$ cat config.mk
export PLATFORM = sky130hd
export DESIGN_NAME = divide_result_display
export DESIGN_NICKNAME = d
export VERILOG_FILES = /design/src/rtl/divide_result_display.sv
export SDC_FILE = /design/constraint.sdc
export NUM_CORES = 1
export LEC_CHECK = 0
export ABC_AREA = 1
export BUFFER_PORTS_ARGS = -buffer_cell sky130_fd_sc_hd__buf_2
export CORE_AREA = 3 3 116 118
export CTS_CLUSTER_SIZE = 12
export DETAILED_ROUTE_END_ITERATION = 12
export DIE_AREA = 0 0 119 121
export GPL_TIMING_DRIVEN = 0
export PLACE_DENSITY = 0.67
export RECOVER_POWER = 25
export SYNTH_ARGS = -nofsm -noshare
export SYNTH_HDL_FRONTEND = slang
export SYNTH_SLANG_ARGS = --single-unit
$ cat constraint.sdc
create_clock -name clk -period 1.85 [get_ports clk]
set_input_delay 0.2775 -clock clk [delete_from_list [all_inputs] [get_ports clk]]
set_output_delay 0.2775 -clock clk [all_outputs]
set_load 0.01 [all_outputs]
$ cat src/rtl/divide_result_display.sv
// divide_result_display: converts the divider's quotient/remainder to BCD with a
// sequential shift-add-3 engine and scans them onto an 8-digit common-anode
// seven-segment display (quotient on digits 7..4, remainder on digits 3..0).
// Optional build macro BLANK_LZ_EN: blank leading zeros in each 4-digit field.
//
// state | meaning
// ------+-----------------------------------------------------------
// IDLE  | waiting for start; display shows the last result
// CONV  | WIDTH shift-add-3 iterations on quotient and remainder
// DONE  | copy working BCD and error flag to the display registers
module divide_result_display #(
  parameter int WIDTH    = 8,
  parameter int SCAN_DIV = 100000
) (
  input  logic             clk,
  input  logic             rst_n,
  input  logic             start,
  input  logic [WIDTH-1:0] quotient,
  input  logic [WIDTH-1:0] remainder,
  input  logic             div_zero,
  output logic             busy,
  output logic             done,
  output logic [7:0]       an,
  output logic [6:0]       seg,
  output logic             dp
);

  localparam int PW = $clog2(SCAN_DIV);

  typedef enum logic [1:0] {S_IDLE, S_CONV, S_DONE} state_t;

  state_t           state;
  logic [3:0]       iter_cnt;
  logic [WIDTH-1:0] q_bin, r_bin;
  logic [15:0]      q_bcd, r_bcd;
  logic             work_err;
  logic [15:0]      disp_q, disp_r;
  logic             disp_err;

  logic [PW-1:0]    pre;
  logic [2:0]       idx;
  logic [15:0]      field, upper;
  logic             lead_blank;
  logic [6:0]       seg_next;

  // One double-dabble iteration: correct every nibble >= 5, then shift in one bit.
  function automatic logic [15:0] dabble(input logic [15:0] bcd, input logic bit_in);
    logic [15:0] adj;
    adj = bcd;
    for (int i = 0; i < 4; i++) begin
      if (bcd[i*4 +: 4] >= 4'd5) adj[i*4 +: 4] = bcd[i*4 +: 4] + 4'd3;
    end
    return {adj[14:0], bit_in};
  endfunction

  function automatic logic [6:0] seg_code(input logic [3:0] d);
    case (d)
      4'd0:    seg_code = 7'h40;
      4'd1:    seg_code = 7'h79;
      4'd2:    seg_code = 7'h24;
      4'd3:    seg_code = 7'h30;
      4'd4:    seg_code = 7'h19;
      4'd5:    seg_code = 7'h12;
      4'd6:    seg_code = 7'h02;
      4'd7:    seg_code = 7'h78;
      4'd8:    seg_code = 7'h00;
      4'd9:    seg_code = 7'h10;
      default: seg_code = 7'h7F;
    endcase
  endfunction

  // Conversion FSM; display registers change only in DONE so updates are atomic.
  always_ff @(posedge clk or negedge rst_n) begin
    if (!rst_n) begin
      state    <= S_IDLE;
      busy     <= 1'b0;
      done     <= 1'b0;
      iter_cnt <= '0;
      q_bin    <= '0;
      r_bin    <= '0;
      q_bcd    <= '0;
      r_bcd    <= '0;
      work_err <= 1'b0;
      disp_q   <= '0;
      disp_r   <= '0;
      disp_err <= 1'b0;
    end else begin
      busy <= (state == S_CONV);
      done <= (state == S_DONE);
      case (state)
        S_IDLE: begin
          if (start) begin
            q_bin    <= quotient;
            r_bin    <= remainder;
            work_err <= div_zero;
            q_bcd    <= '0;
            r_bcd    <= '0;
            iter_cnt <= 4'(WIDTH - 1);
            state    <= S_CONV;
          end
        end
        S_CONV: begin
          q_bcd    <= dabble(q_bcd, q_bin[WIDTH-1]);
          r_bcd    <= dabble(r_bcd, r_bin[WIDTH-1]);
          q_bin    <= q_bin << 1;
          r_bin    <= r_bin << 1;
          iter_cnt <= iter_cnt - 4'd1;
          if (iter_cnt == 4'd0) state <= S_DONE;
        end
        S_DONE: begin
          disp_q   <= q_bcd;
          disp_r   <= r_bcd;
          disp_err <= work_err;
          state    <= S_IDLE;
        end
        default: state <= S_IDLE;
      endcase
    end
  end

  // Segment pattern for the digit currently selected by the scan index.
  always_comb begin
    field = idx[2] ? disp_q : disp_r;
    upper = field >> {idx[1:0], 2'b00};
`ifdef BLANK_LZ_EN
    lead_blank = (idx[1:0] != 2'd0) && (upper == 16'd0);
`else
    lead_blank = 1'b0;
`endif
    if (disp_err)        seg_next = (idx[1:0] == 2'd0) ? 7'h06 : 7'h7F;
    else if (lead_blank) seg_next = 7'h7F;
    else                 seg_next = seg_code(upper[3:0]);
  end

  // Free-running digit scan with registered anode, segment and decimal-point drives.
  always_ff @(posedge clk or negedge rst_n) begin
    if (!rst_n) begin
      pre <= '0;
      idx <= '0;
      an  <= 8'hFF;
      seg <= 7'h7F;
      dp  <= 1'b1;
    end else begin
      if (pre == PW'(SCAN_DIV - 1)) begin
        pre <= '0;
        idx <= idx + 3'd1;
      end else begin
        pre <= pre + 1'b1;
      end
      an  <= ~(8'd1 << idx);
      seg <= seg_next;
      dp  <= (idx != 3'd4);
    end
  end

endmodule

Word-level counts from Yosys, hierarchy flattened

Memories as Yosys holds them, arrays and structs flattened.
Cells that the tools add are included.

Memory bits (read-only): 112
Word-level logic and storage cells: 77
Register bits: 126
Memories: 1
Output and inout port bits: 18
Bits of input ports: 20

Memory list:

| memory          | depth | width | rd ports | clocked after Yosys merged registers in | wr ports | RTL line | source |
|---|---|---|---|---|---|---|---|
| (no name shown) | 16    | 7     | 1        | 0                                       | 0        | 57       | `case (d)` |

Equal/unequal tests: 6
Shifts and indexed selects: 2
Reductions and logical operators: 7
Mux-type cells: 24
Bitwise gates (word level): 1
Magnitude comparators: 8
Add/sub/neg operators: 11

Operator list:

| cell                  | number |
|---|---|
| $pmux 16 s2           | 2 |
| $ge 4x3->1 const B    | 8 |
| $mux 16               | 2 |
| $pmux 8 s2            | 2 |
| $mux 4                | 7 |
| $add 4x2->4 const B   | 6 |
| $add 17x1->17 const B | 1 |
| $eq 17x17->1 const B  | 1 |
| $mux 17               | 1 |
| $mux 8                | 2 |
| $shr 16x4->4          | 1 |
| $mux 7                | 2 |
| $not 8->8             | 1 |
| $pmux 4 s2            | 1 |
| $shl 1x3->8 const A   | 1 |
| $add 3x2->3 const B   | 2 |
| $mux 3                | 2 |
| $reduce_and 2->1      | 3 |
| $logic_not 2->1       | 2 |
| $logic_not 4->1       | 1 |
| $mux 2                | 2 |
| $pmux 2 s2            | 1 |
| $sub 4x1->4 const B   | 1 |
| $add 3x1->3 const B   | 1 |
| 6 further kinds       | 6 |

Longest topological paths before layout

Gate-level depths: netlist of the first run.
An unclocked memory read counts as a cell.

Word-level depth: 4
Gate-level depth with buffers: 15
Depth with buffers taken out: 14

Worst setup path after synthesis of the first run

No wires, ideal clock.

Path kind: register to register
Start: register idx[0]
End: register seg[3]
Data required time: 1.774 ns
Buffers on the path: 1
Cell stages (with the launch flop): 14
Clock period less this slack: 1.656 ns
Arrival time: 1.579 ns
Setup time: 0.076 ns
Slack: 0.194 ns
Path through: dfrtp_1 > buf_6 > inv_2 > nand3_1 > nand2_1 > nand2_1 > nand2_1 > inv_1 > ha_1 > nand3_1 > nand3_1 > nand2_1 > nand2_1 > nand2_1

Longest elaborated chain between the ends: 3
Elaborated cells on any way between the ends: 5
Classes of those cells: shift (1); mux (2); reduce/logical (1); memory (1)

Ends and longest elaborated chain:

| item                                                   | RTL line | source |
|---|---|---|
| start, declared                                        | 41       | `logic [2:0] idx;` |
| start signal, assigned                                 | 146      | `idx <= idx + 3'd1;` |
| $shr 16x4->4 / $logic_not 2->1 (equally long branches) | 124, 130 |  |
| $mem_v2 16x7 / $mux 7 (equally long branches)          | --       |  |
| $mux 7 (*)                                             | 130      | `if (disp_err) seg_next = (idx[1:0] == 2'd0) ? 7'h06 : 7'h7F;` |
| named net seg_next[3]                                  | 44       | `logic [6:0] seg_next;` |
| end signal, assigned                                   | 151      | `seg <= seg_next;` |
| end, declared                                          | 24       | `output logic [6:0] seg,` |

Mark *: on every way through the listed nets, which the timed path passes. The rest lies on a longest branch.
A chain may end at the register's enable or synchronous reset.

Worst setup path in the final report of the first run

Start: register idx[0]
End: register seg[0]

The elaborated chain is that of the path after synthesis.

==> results of run 1 <==
power groups by stage:
| stage | Sequential, W | Combinational, W | Clock (W) |
|---|---|---|---|
| finish | 0.00430 | 0.00462 | 0.00337 |
| global route | 0.00441 | 0.00531 | 0.00355 |
| CTS | 0.00430 | 0.00443 | 0.00342 |
| floorplan | 0.00424 | 0.00316 | 0 |
| detailed placement | 0.00433 | 0.00438 | 0 |
| global placement | 0.00430 | 0.00416 | 0 |
flip-flops by register name (all words and copies together) (netlist names):
signal	cells
idx	3
r_bcd	16
iter_cnt	4
seg	7
dp	1
q_bcd	16
disp_q	16
disp_err	1
pre	17
work_err	1
busy	1
an	7
q_bin	8
done	1
r_bin	8
disp_r	16
state	2
final cells by class:
class	instances	area, um^2
repair buffers	51	327
well taps	172	215
fillers	1091	5100
clock inverters	14	170
multi-input cells	458	2550
inverters	126	482
flip-flops and latches	125	3150
clock buffers	18	429
plain buffers	23	143
worst paths after layout:
kind	cells after the start	slack (ns)	from	end
setup / recovery	12	0.06	idx[0]$_DFFE_PN0N_	seg[0]$_DFF_PN1_
max in group asynchronous	3	0.75	rst_n	seg[3]$_DFF_PN1_
hold reg to reg	2	0.49	disp_r[3]$_DFFE_PN0P_	disp_r[3]$_DFFE_PN0P_
hold / removal	3	0.07	div_zero	work_err$_DFFE_PN0P_
min in group asynchronous	2	0.38	rst_n	pre[14]$_DFF_PN0_
setup reg to reg	12	0.06	idx[0]$_DFFE_PN0N_	seg[0]$_DFF_PN1_
worst max-delay path, cell delays in order, from the launching register on:
cell and delay [ns]:
dfrtp_1 0.41, buf_6 0.16, inv_6 0.10, nand3_1 0.13, nand3_2 0.11, o21ai_4 0.10
buf_6 0.13, ha_1 0.17, nand3b_1 0.16, nand3_1 0.09, nand2_1 0.06, nand2_1 0.05
nand2_1 0.05
metrics by stage:
step           util (%)  instances  setup WS, ns
2_1_floorplan         -        732         0.194
3_3_place_gp       52.7        941         -1.01
3_5_place_dp       52.9        942       -0.0370
4_1_cts            57.8        975        0.0243
5_1_grt            59.4        987       -0.0595
6_report           59.4        987        0.0592
placed cells by master (no fill, tap or decap), drive strengths merged, types with 5 or more instances in the layout:
master / instances
ha: 29
nor2: 36
o32ai: 6
clkinv: 6
a21oi: 18
dfrtp: 110
nor3: 7
o21ai: 90
nand2: 165
clkinvlp: 5
dfstp: 15
o22ai: 22
buf: 65
xor2: 13
clkbuf: 26
nand3: 57
inv: 126
layer usage:
| metal | routed length [um] | part of all wire [%] | vias to the layer above |
|---|---|---|---|
| met3 | 570 | 4.1 | 21 |
| met2 | 6890 | 50 | 124 |
| met1 | 6210 | 45 | 2413 |
| li1 | - | - | 2494 |
| met4 | 221 | 1.6 | 0 |
| met5 | 0 | 0 | - |
cells by family (layout without fill, tap and decap cells):
logic type,after synthesis,after routing,synth area share (%)
adder cells (fa/ha/maj),29,29,5.84
XOR/XNOR,13,13,1.83
flip-flops,125,125,50.6
AND/OR/NAND/NOR,274,274,19.5
multiplexers,1,1,0.161
buffers and inverters,149,232,9.62
AO/OA/AOI/OAI,141,141,12.5
timing repair:
action	in CTS	in global routing
setup buffers	0	12
setup endpoints to repair	1	8
hold buffers	1	0
endpoints found under the hold margin	53	0
gates resized for setup	3	26
pin swaps	0	15
==> run summary, run 1 <==
Maximum clock frequency -> 558 MHz
Root buffer cell -> clkbuf_16
Wire per inst -> 14.1 um
Flip-flop and latch count after synthesis -> 125
Io pins -> 38
Min Tclk post-route -> 1.79 ns
Gp weighted congestion -> 0.865
Starting Density -> 49.5%
Max-Slew Margin vs Limit -> 55.0%
Hold WS -> 0.0656 ns
Combinational power share -> 37.6%
Number of clock sinks -> 125
Hold Vio Cnt, Final -> 0
Outcome -> finished, final reports clean
EDFF count, synth -> 0
CP startpoint kind -> flop
Tot GR Track Use -> 20.4%
Die width -> 119 um
Clock skew -> 0.0106 ns
First-pass GRT wire length -> 23400 um
Htree depth -> 4
Fin nets -> 851
Clock share of power -> 27.4%
Largest area contributor in the netlist -> dfrtp_1
Final wirelength -> 13900 um
Prevailing post-synth register cell -> dfrtp_1
Mean Syn Cell Area -> 8.50 um^2
Cells after Synth -> 732
DRT Pass-1 Iters -> 5
GR Overflow Total -> 0
Post-synth ARST share -> 100%
Antenna Violating Nets Remaining -> 0
CP Capture Type -> flop
Final HPWL DP -> 9520 um
Peak supply drop -> 0.933 mV
Internal power -> 0.00751 W
Vias in the first global route -> 5081
Crit Path Class -> flop to flop
Total core area -> 0.0126 mm^2
Fin area -> 0.00746 mm^2
Layout cells sized above 1 -> 18.3%
Initial detailed-routing violation count -> 437
Clock Path Buffers -> 2
TritonCTS clock tree -> done
P per Cell Area -> 1650 mW/mm^2
Setup violations, final -> 0
Layout area overhead -> 20.0%
Syn Std Cell Area -> 0.00622 mm^2
Synth Warn # -> 0
Worst Tran Pin Value -> 0.675 ns
Syn nets -> 781
Row count -> 41
Crit share post-route -> 96.8%
Largest net degree at the start of global routing -> 73
Most common library cells after synthesis -> nand2_1 (162), inv_1 (123), dfrtp_1 (110), o21ai_0 (74), nand3_1 (52)
Initial antenna violation count -> 0
Post-synth cell types -> 32
Die Ht -> 121 um
Met3 Use GR -> 5.13%
Pwr Total -> 0.0123 W
Most Crowded Layer GR -> met2
Data required, critical path -> 2.19 ns
DR DRC count -> 0
Seq/Total Area, Yosys -> 50.6%
PortBufs -> 37
GR Layer Usage met2 -> 34.0%
Slew Limit Fails -> 0
Via/cell ratio -> 5.12
Die Area -> 0.0144 mm^2
Setup TNS -> 0 ns
P_sw -> 0.00479 W
Clock transition at path regs -> 0.06 ns
Worst min-delay path class -> primary input to flop
Latest clock arrival within the worst-skew pair -> 0.42 ns
ANT cells -> 0
Post-placement cell area -> 0.00665 mm^2
M1 GR Usage -> 25.8%
Maximum fanout along the worst path -> 11
Leakage Power -> 3.70 nW
Most common cell in the netlist -> nand2_1
Max_cap viols -> 0
Number of buffers created by CTS -> 17
Dominant cells by area after synthesis -> dfrtp_1 (44%), nand2_1 (9.8%), inv_1 (7.4%), dfstp_2 (6.3%), o21ai_0 (6.0%)
CP arrival -> 2.13 ns
RSZ-0062 raised after global routing -> yes
Sw frac -> 38.9%
Seq pwr share -> 35.0%
Synth top area share -> 44.3%
Via count -> 5052
Power figures use the tool's default switching activity.
==> inputs of run 2 (changes only) <==
--- a/config.mk
+++ b/config.mk
@@ -6,12 +6,13 @@
 export NUM_CORES = 1
 export LEC_CHECK = 0
 export ABC_AREA = 1
-export BUFFER_PORTS_ARGS = -buffer_cell sky130_fd_sc_hd__buf_2
+export BUFFER_PORTS_ARGS = -buffer_cell sky130_fd_sc_hd__clkbuf_2
 export CORE_AREA = 3 3 116 118
 export CTS_CLUSTER_SIZE = 12
 export DETAILED_ROUTE_END_ITERATION = 12
 export DIE_AREA = 0 0 119 121
 export GPL_TIMING_DRIVEN = 0
+export MAX_ROUTING_LAYER = met4
 export PLACE_DENSITY = 0.67
 export RECOVER_POWER = 25
 export SYNTH_ARGS = -nofsm -noshare
==> run summary, run 2 (synthesis results as in run 1) <==
Outcome -> finished, final reports clean
Data required, critical path -> 2.19 ns (about the same)
Combinational power share -> 36.6% (-1.0 points)
Worst Tran Pin Value -> 0.620 ns (-0.0546 ns)
Seq pwr share -> 35.3% (+0.3 points)
Via count -> 4983 (-1.4%)
DRT Pass-1 Iters -> 5 (unchanged)
Clock Path Buffers -> 2 (unchanged)
Sequence of cells on the critical path -> buf_6, nand2_1, nand3_1, nand2_2, o21ai_4, buf_6, ha_1, nand3b_1, nand3_1, nand2_1, nand2_1, nand2_1
Vias in the first global route -> 5022 (-1.2%)
CP arrival -> 2.08 ns (-0.05 ns)
Max-Slew Margin vs Limit -> 58.6% (+3.6 points)
RSZ-0062 raised after global routing -> yes
Internal power -> 0.00760 W (+1.3%)
Finished Layout Cells -> 982 (-0.51%)
Worst min-delay path class -> primary input to flop
Die width -> 119 um (unchanged)
PortBufs -> 37 (unchanged)
Final HPWL DP -> 9600 um (+0.86%)
Clock share of power -> 28.1% (+0.7 points)
CP startpoint kind -> flop
Io pins -> 38 (unchanged)
Setup WS pre-CTS -> -0.0523 ns (-0.0153 ns)
Clock skew -> 0.00683 ns (-0.00381 ns)
Initial detailed-routing violation count -> 483 (+11%)
Starting Density -> 49.5% (unchanged)
Leading cell type in the layout, fill and taps excluded -> nand2_1
Max_cap viols -> 0 (unchanged)
Layout cells sized above 1 -> 17.4% (-0.87 points)
Total core area -> 0.0126 mm^2 (unchanged)
Largest Register -> pre
Final wirelength -> 13600 um (-2.2%)
Die Area -> 0.0144 mm^2 (unchanged)
Hold Vio Cnt, Final -> 0 (unchanged)
Most frequent cells in the layout -> nand2_1 (157), inv_1 (121), dfrtp_1 (108)
Row count -> 41 (unchanged)
Via/cell ratio -> 5.07 (-0.86%)
Root buffer cell -> clkbuf_16
GR Overflow Total -> 0 (unchanged)
Number of clock sinks -> 125 (unchanged)
Peak supply drop -> 0.884 mV (-5.2%)
Die Ht -> 121 um (unchanged)
Setup violations, final -> 0 (unchanged)
Cell mode on critical path -> nand2_1
Hold WS -> 0.0685 ns (+0.00292 ns)
Wire per inst -> 13.8 um (-1.7%)
Htree depth -> 4 (unchanged)
Tot GR Track Use -> 20.8% (+0.45 points)
Setup slack after layout -> 0.109 ns (+0.0502 ns)
Antenna Violating Nets Remaining -> 0 (unchanged)
Crit Path Class -> flop to flop
Crit share post-route -> 94.1% (-2.7 points)
TritonCTS clock tree -> done
Largest net degree at the start of global routing -> 73 (unchanged)
Post-placement cell area -> 0.00666 mm^2 (about the same)
Clock transition at path regs -> 0.05 ns (about the same)
Maximum fanout along the worst path -> 10 (-1)
Min Tclk post-route -> 1.74 ns (-0.0502 ns)
P per Cell Area -> 1650 mW/mm^2 (about the same)
Fin area -> 0.00743 mm^2 (-0.44%)
Sw frac -> 37.9% (-1.0 points)
Maximum clock frequency -> 575 MHz (+2.9%)
Gp weighted congestion -> 0.872 (+0.77%)
CP peak stage delay -> 0.44 ns (+0.03 ns)
Max reg flops -> 17 (unchanged)
First-pass GRT wire length -> 23300 um (-0.47%)
DR DRC count -> 0 (unchanged)
CP Capture Type -> flop
Leakage Power -> 3.71 nW (+0.15%)
Fin nets -> 846 (-0.59%)
Placed insts -> 942 (unchanged)
Slew Limit Fails -> 0 (unchanged)
Number of buffers created by CTS -> 17 (unchanged)
Latest clock arrival within the worst-skew pair -> 0.42 ns (about the same)
Layout area overhead -> 19.5%
Initial antenna violation count -> 0 (unchanged)
P_sw -> 0.00465 W (-2.9%)
Critical-path top delay cell -> dfrtp_2
ANT cells -> 0 (unchanged)
[run 2: worst paths after layout]
path / end / from / cells after the start / slack, ns
setup reg to reg: seg[0]$_DFF_PN1_ / idx[2]$_DFFE_PN0N_ / 12 / 0.11
hold / removal: work_err$_DFFE_PN0P_ / div_zero / 3 / 0.07
min in group asynchronous: pre[14]$_DFF_PN0_ / rst_n / 2 / 0.38
max in group asynchronous: dp$_DFF_PN1_ / rst_n / 3 / 0.77
setup / recovery: seg[0]$_DFF_PN1_ / idx[2]$_DFFE_PN0N_ / 12 / 0.11
hold reg to reg: pre[0]$_DFF_PN0_ / pre[0]$_DFF_PN0_ / 1 / 0.48
[run 2: routing by layer]
layer	vias up	routed length, um	global-route usage, %	share of wire (%)
met5	-	0	-	0
met4	0	175	8.04	1.3
li1	2486	-	-	-
met3	18	625	4.43	4.6
met2	105	6790	33.6	50
met1	2374	6000	25.9	44
[run 2: power groups by stage]
stage	logic [W]	clock network, W	registers, W
after floorplan	0.00316	0	0.00424
after global placement	0.00416	0	0.00430
after detailed placement	0.00437	0	0.00434
after CTS	0.00442	0.00350	0.00431
after global routing	0.00521	0.00364	0.00444
final	0.00449	0.00344	0.00432
[run 2: metrics by stage]
stage                     TNS, ns  total power (W)  utilization, %
after detailed placement  -0.0523          0.00871            53.0
after global placement    -153.67          0.00846            52.7
after global routing      -0.0301           0.0133            59.1
after floorplan                 0          0.00741               -
after CTS                       0           0.0122            58.0
final                           0           0.0122            59.1
[run 2: worst max-delay path: cells and delay by family (launching register included)]
family	cells	cell delay, ns
AO/OA/AOI/OAI	1	0.09
adder cells (fa/ha/maj)	1	0.17
buffers and inverters	2	0.27
flip-flops	1	0.44
AND/OR/NAND/NOR	8	0.67
[run 2: cell type report]
class                   count  area, um^2
multi-input cells         458        2540
plain buffers              23         140
repair buffers             46         288
inverters                 126         482
well taps                 172         215
flip-flops and latches    125        3150
clock buffers              23         488
clock inverters             9         133
fillers                  1101        5140
[run 2: repair_timing]
action | 4_1_cts | 5_1_grt
gates cloned | 0 | 0
setup endpoints to repair | 2 | 5
gates resized for setup | 3 | 21
endpoints found under the hold margin | 53 | 0
setup buffers | 0 | 7
hold buffers | 1 | 0
pin swaps | 0 | 5
==> inputs of run 3 (changes only) <==
--- a/config.mk
+++ b/config.mk
@@ -7,13 +7,13 @@
 export LEC_CHECK = 0
 export ABC_AREA = 1
 export BUFFER_PORTS_ARGS = -buffer_cell sky130_fd_sc_hd__clkbuf_2
-export CORE_AREA = 3 3 116 118
+export CORE_AREA = 3 3 106 108
 export CTS_CLUSTER_SIZE = 12
 export DETAILED_ROUTE_END_ITERATION = 12
-export DIE_AREA = 0 0 119 121
+export DIE_AREA = 0 0 109 111
 export GPL_TIMING_DRIVEN = 0
 export MAX_ROUTING_LAYER = met4
-export PLACE_DENSITY = 0.67
+export PLACE_DENSITY = 0.78
 export RECOVER_POWER = 25
 export SYNTH_ARGS = -nofsm -noshare
 export SYNTH_HDL_FRONTEND = slang
==> run summary, run 3 (synthesis results as in run 1) <==
Crit share post-route -> 94.8% (+0.67 points)
P per Cell Area -> 1640 mW/mm^2 (-0.72%)
GR Overflow Total -> 0 (unchanged)
Final wirelength -> 13900 um (+2.1%)
Min Tclk post-route -> 1.75 ns (+0.0124 ns)
Initial detailed-routing violation count -> 291 (-40%)
Fin nets -> 852 (+0.71%)
Combinational power share -> 37.3% (+0.7 points)
Internal power -> 0.00744 W (-2.2%)
Pwr Total -> 0.0121 W (-1.6%)
Sequence of cells on the critical path -> inv_2, buf_8, nand2_1, nand2_1, nand2_1, nand2_1, nand2_1, nand2_2, inv_2, ha_4, nand3_2, nand3_2, nand2_1, nand2_1, nand2_1
ANT cells -> 0 (unchanged)
Data required, critical path -> 2.31 ns (+0.12 ns)
CP Capture Type -> flop
Via count -> 5134 (+3.0%)
RSZ-0062 raised after global routing -> yes
Area of the multi-input gates -> 0.00252 mm^2 (-0.49%)
Cell mode on critical path -> nand2_1
Layout cells sized above 1 -> 16.3% (-1.1 points)
Sw frac -> 38.3% (+0.38 points)
Antenna Violating Nets Remaining -> 0 (unchanged)
Fill cell count -> 775 (-30%)
Number of clock sinks -> 125 (unchanged)
Reg2reg setup slack -> 0.1 ns (about the same)
CP startpoint kind -> flop
Max_cap viols -> 0 (unchanged)
P_sw -> 0.00462 W (-0.56%)
Gp weighted congestion -> 0.870 (-0.25%)
Setup violations, final -> 0 (unchanged)
First-pass GRT wire length -> 23700 um (+1.9%)
Crit Path Class -> flop to flop
Die width -> 109 um (-8.4%)
Root buffer cell -> clkbuf_8
Final HPWL DP -> 9570 um (-0.28%)
Outcome -> finished, final reports clean
Largest net degree at the start of global routing -> 82 (+12%)
Io pins -> 38 (unchanged)
Initial antenna violation count -> 0 (unchanged)
Max-Slew Margin vs Limit -> 26.4% (-32 points)
Worst hold start -> remainder[3]
PortBufs -> 37 (unchanged)
Layout area overhead -> 18.5%
Slew Limit Fails -> 0 (unchanged)
Tot GR Track Use -> 25.6% (+4.8 points)
Seq pwr share -> 35.8% (+0.5 points)
Die Ht -> 111 um (-8.3%)
DRT Pass-1 Iters -> 5 (unchanged)
Max reg flops -> 17 (unchanged)
Vias in the first global route -> 5235 (+4.2%)
Leading cell type in the layout, fill and taps excluded -> nand2_1
Reg-to-Reg End -> seg[3]$_DFF_PN1_
Worst Tran Pin Value -> 1.10 ns (+0.483 ns)
Most frequent cells in the layout -> nand2_1 (159), inv_1 (121), dfrtp_1 (108)
Htree depth -> 4 (unchanged)
Via/cell ratio -> 5.40 (+6.5%)
Latest clock arrival within the worst-skew pair -> 0.53 ns (+0.11 ns)
WHS Endpoint -> r_bin[3]$_DFFE_PN0P_
Row count -> 37 (-9.8%)
DR DRC count -> 0 (unchanged)
CP Launch Point -> idx[2]$_DFFE_PN0N_
Clock Path Buffers -> 2 (unchanged)
Starting Density -> 60.2% (+11 points)
Maximum fanout along the worst path -> 6 (-4)
Die Area -> 0.0121 mm^2 (-16%)
Leakage Power -> 3.70 nW (-0.19%)
Peak supply drop -> 1.08 mV (+22%)
Reg area -> 0.00315 mm^2 (unchanged)
TritonCTS clock tree -> done
Worst min-delay path class -> primary input to flop
Total core area -> 0.0103 mm^2 (-18%)
Largest Register -> pre
CP peak stage delay -> 0.44 ns (about the same)
Hold depth -> 3 (unchanged)
Critical-path top delay cell -> dfrtp_2
Number of buffers created by CTS -> 17 (unchanged)
CP arrival -> 2.21 ns (+0.13 ns)
Worst reg2reg path depth -> 15 (+3)
Wire per inst -> 14.6 um (+5.5%)
Clock transition at path regs -> 0.06 ns (about the same)
Clock skew -> 0.00949 ns (+0.00267 ns)
Worst reg2reg startpoint -> idx[2]$_DFFE_PN0N_
Hold Vio Cnt, Final -> 0 (unchanged)
Finished Core Util -> 71.4% (+12 points)
Clock share of power -> 26.9% (-1.2 points)
Maximum clock frequency -> 570 MHz (-0.71%)
run 3: power by group through the flow:
stage	clock network, W	logic (W)	registers (W)
after global placement	0	0.00410	0.00431
after floorplan	0	0.00316	0.00424
after global routing	0.00344	0.00516	0.00444
after detailed placement	0	0.00436	0.00435
final	0.00324	0.00449	0.00432
after CTS	0.00331	0.00441	0.00431
run 3: layout make-up:
type                    instances  area share (%)
multi-input cells             458            34.3
inverters                     126            6.50
repair buffers                 52            4.55
well taps                     136            2.31
clock buffers                  23            6.20
plain buffers                  23            1.90
flip-flops and latches        125            42.7
clock inverters                 7            1.55
run 3: routing by layer:
metal	wire length, um	GRT usage, %	part of all wire (%)
met1	5950	30.4	43
met2	7110	42.1	51
met3	567	5.65	4.1
met4	250	10.2	1.8
met5	0	-	0
run 3: through the flow:
step           setup TNS [ns]  area, um^2  instances  setup slack [ns]  hold slack [ns]
3_3_place_gp          -148.58        6570        905             -1.29            0.467
5_1_grt                -0.150        7370        950           -0.0506           0.0196
3_5_place_dp          -0.0308        6610        906           -0.0308            0.230
2_1_floorplan               0        6220        732             0.194          -0.0181
6_report                    0        7370        950            0.0971           0.0304
4_1_cts                     0        7260        943           0.00578          0.00150
run 3: worst max path at each step:
stage,endpoint,slack [ns],depth (start not counted)
floorplan,seg[3]$_DFF_PN1_,0.19,13
global placement,work_err$_DFFE_PN0P_,-1.29,1
detailed placement,seg[3]$_DFF_PN1_,-0.03,13
CTS,seg[3]$_DFF_PN1_,0.006,15
global route,seg[3]$_DFF_PN1_,-0.05,15
finish,seg[3]$_DFF_PN1_,0.1,15
run 3: what timing repair did:
| item | 4_1_cts | 5_1_grt |
|---|---|---|
| hold buffers | 7 | 0 |
| buffers inserted | 0 | 7 |
| pin swaps | 0 | 7 |
| gates resized for setup | 2 | 17 |
| endpoints found under the hold margin | 50 | 0 |
| endpoints found under the setup margin | 1 | 9 |
run 3: worst max-delay path, delay by kind of cell (launching register included):
family,cells,cell delay [ns]
flops,1,0.44
buf+inv,3,0.27
fa+ha+maj,1,0.26
simple gates,11,0.68
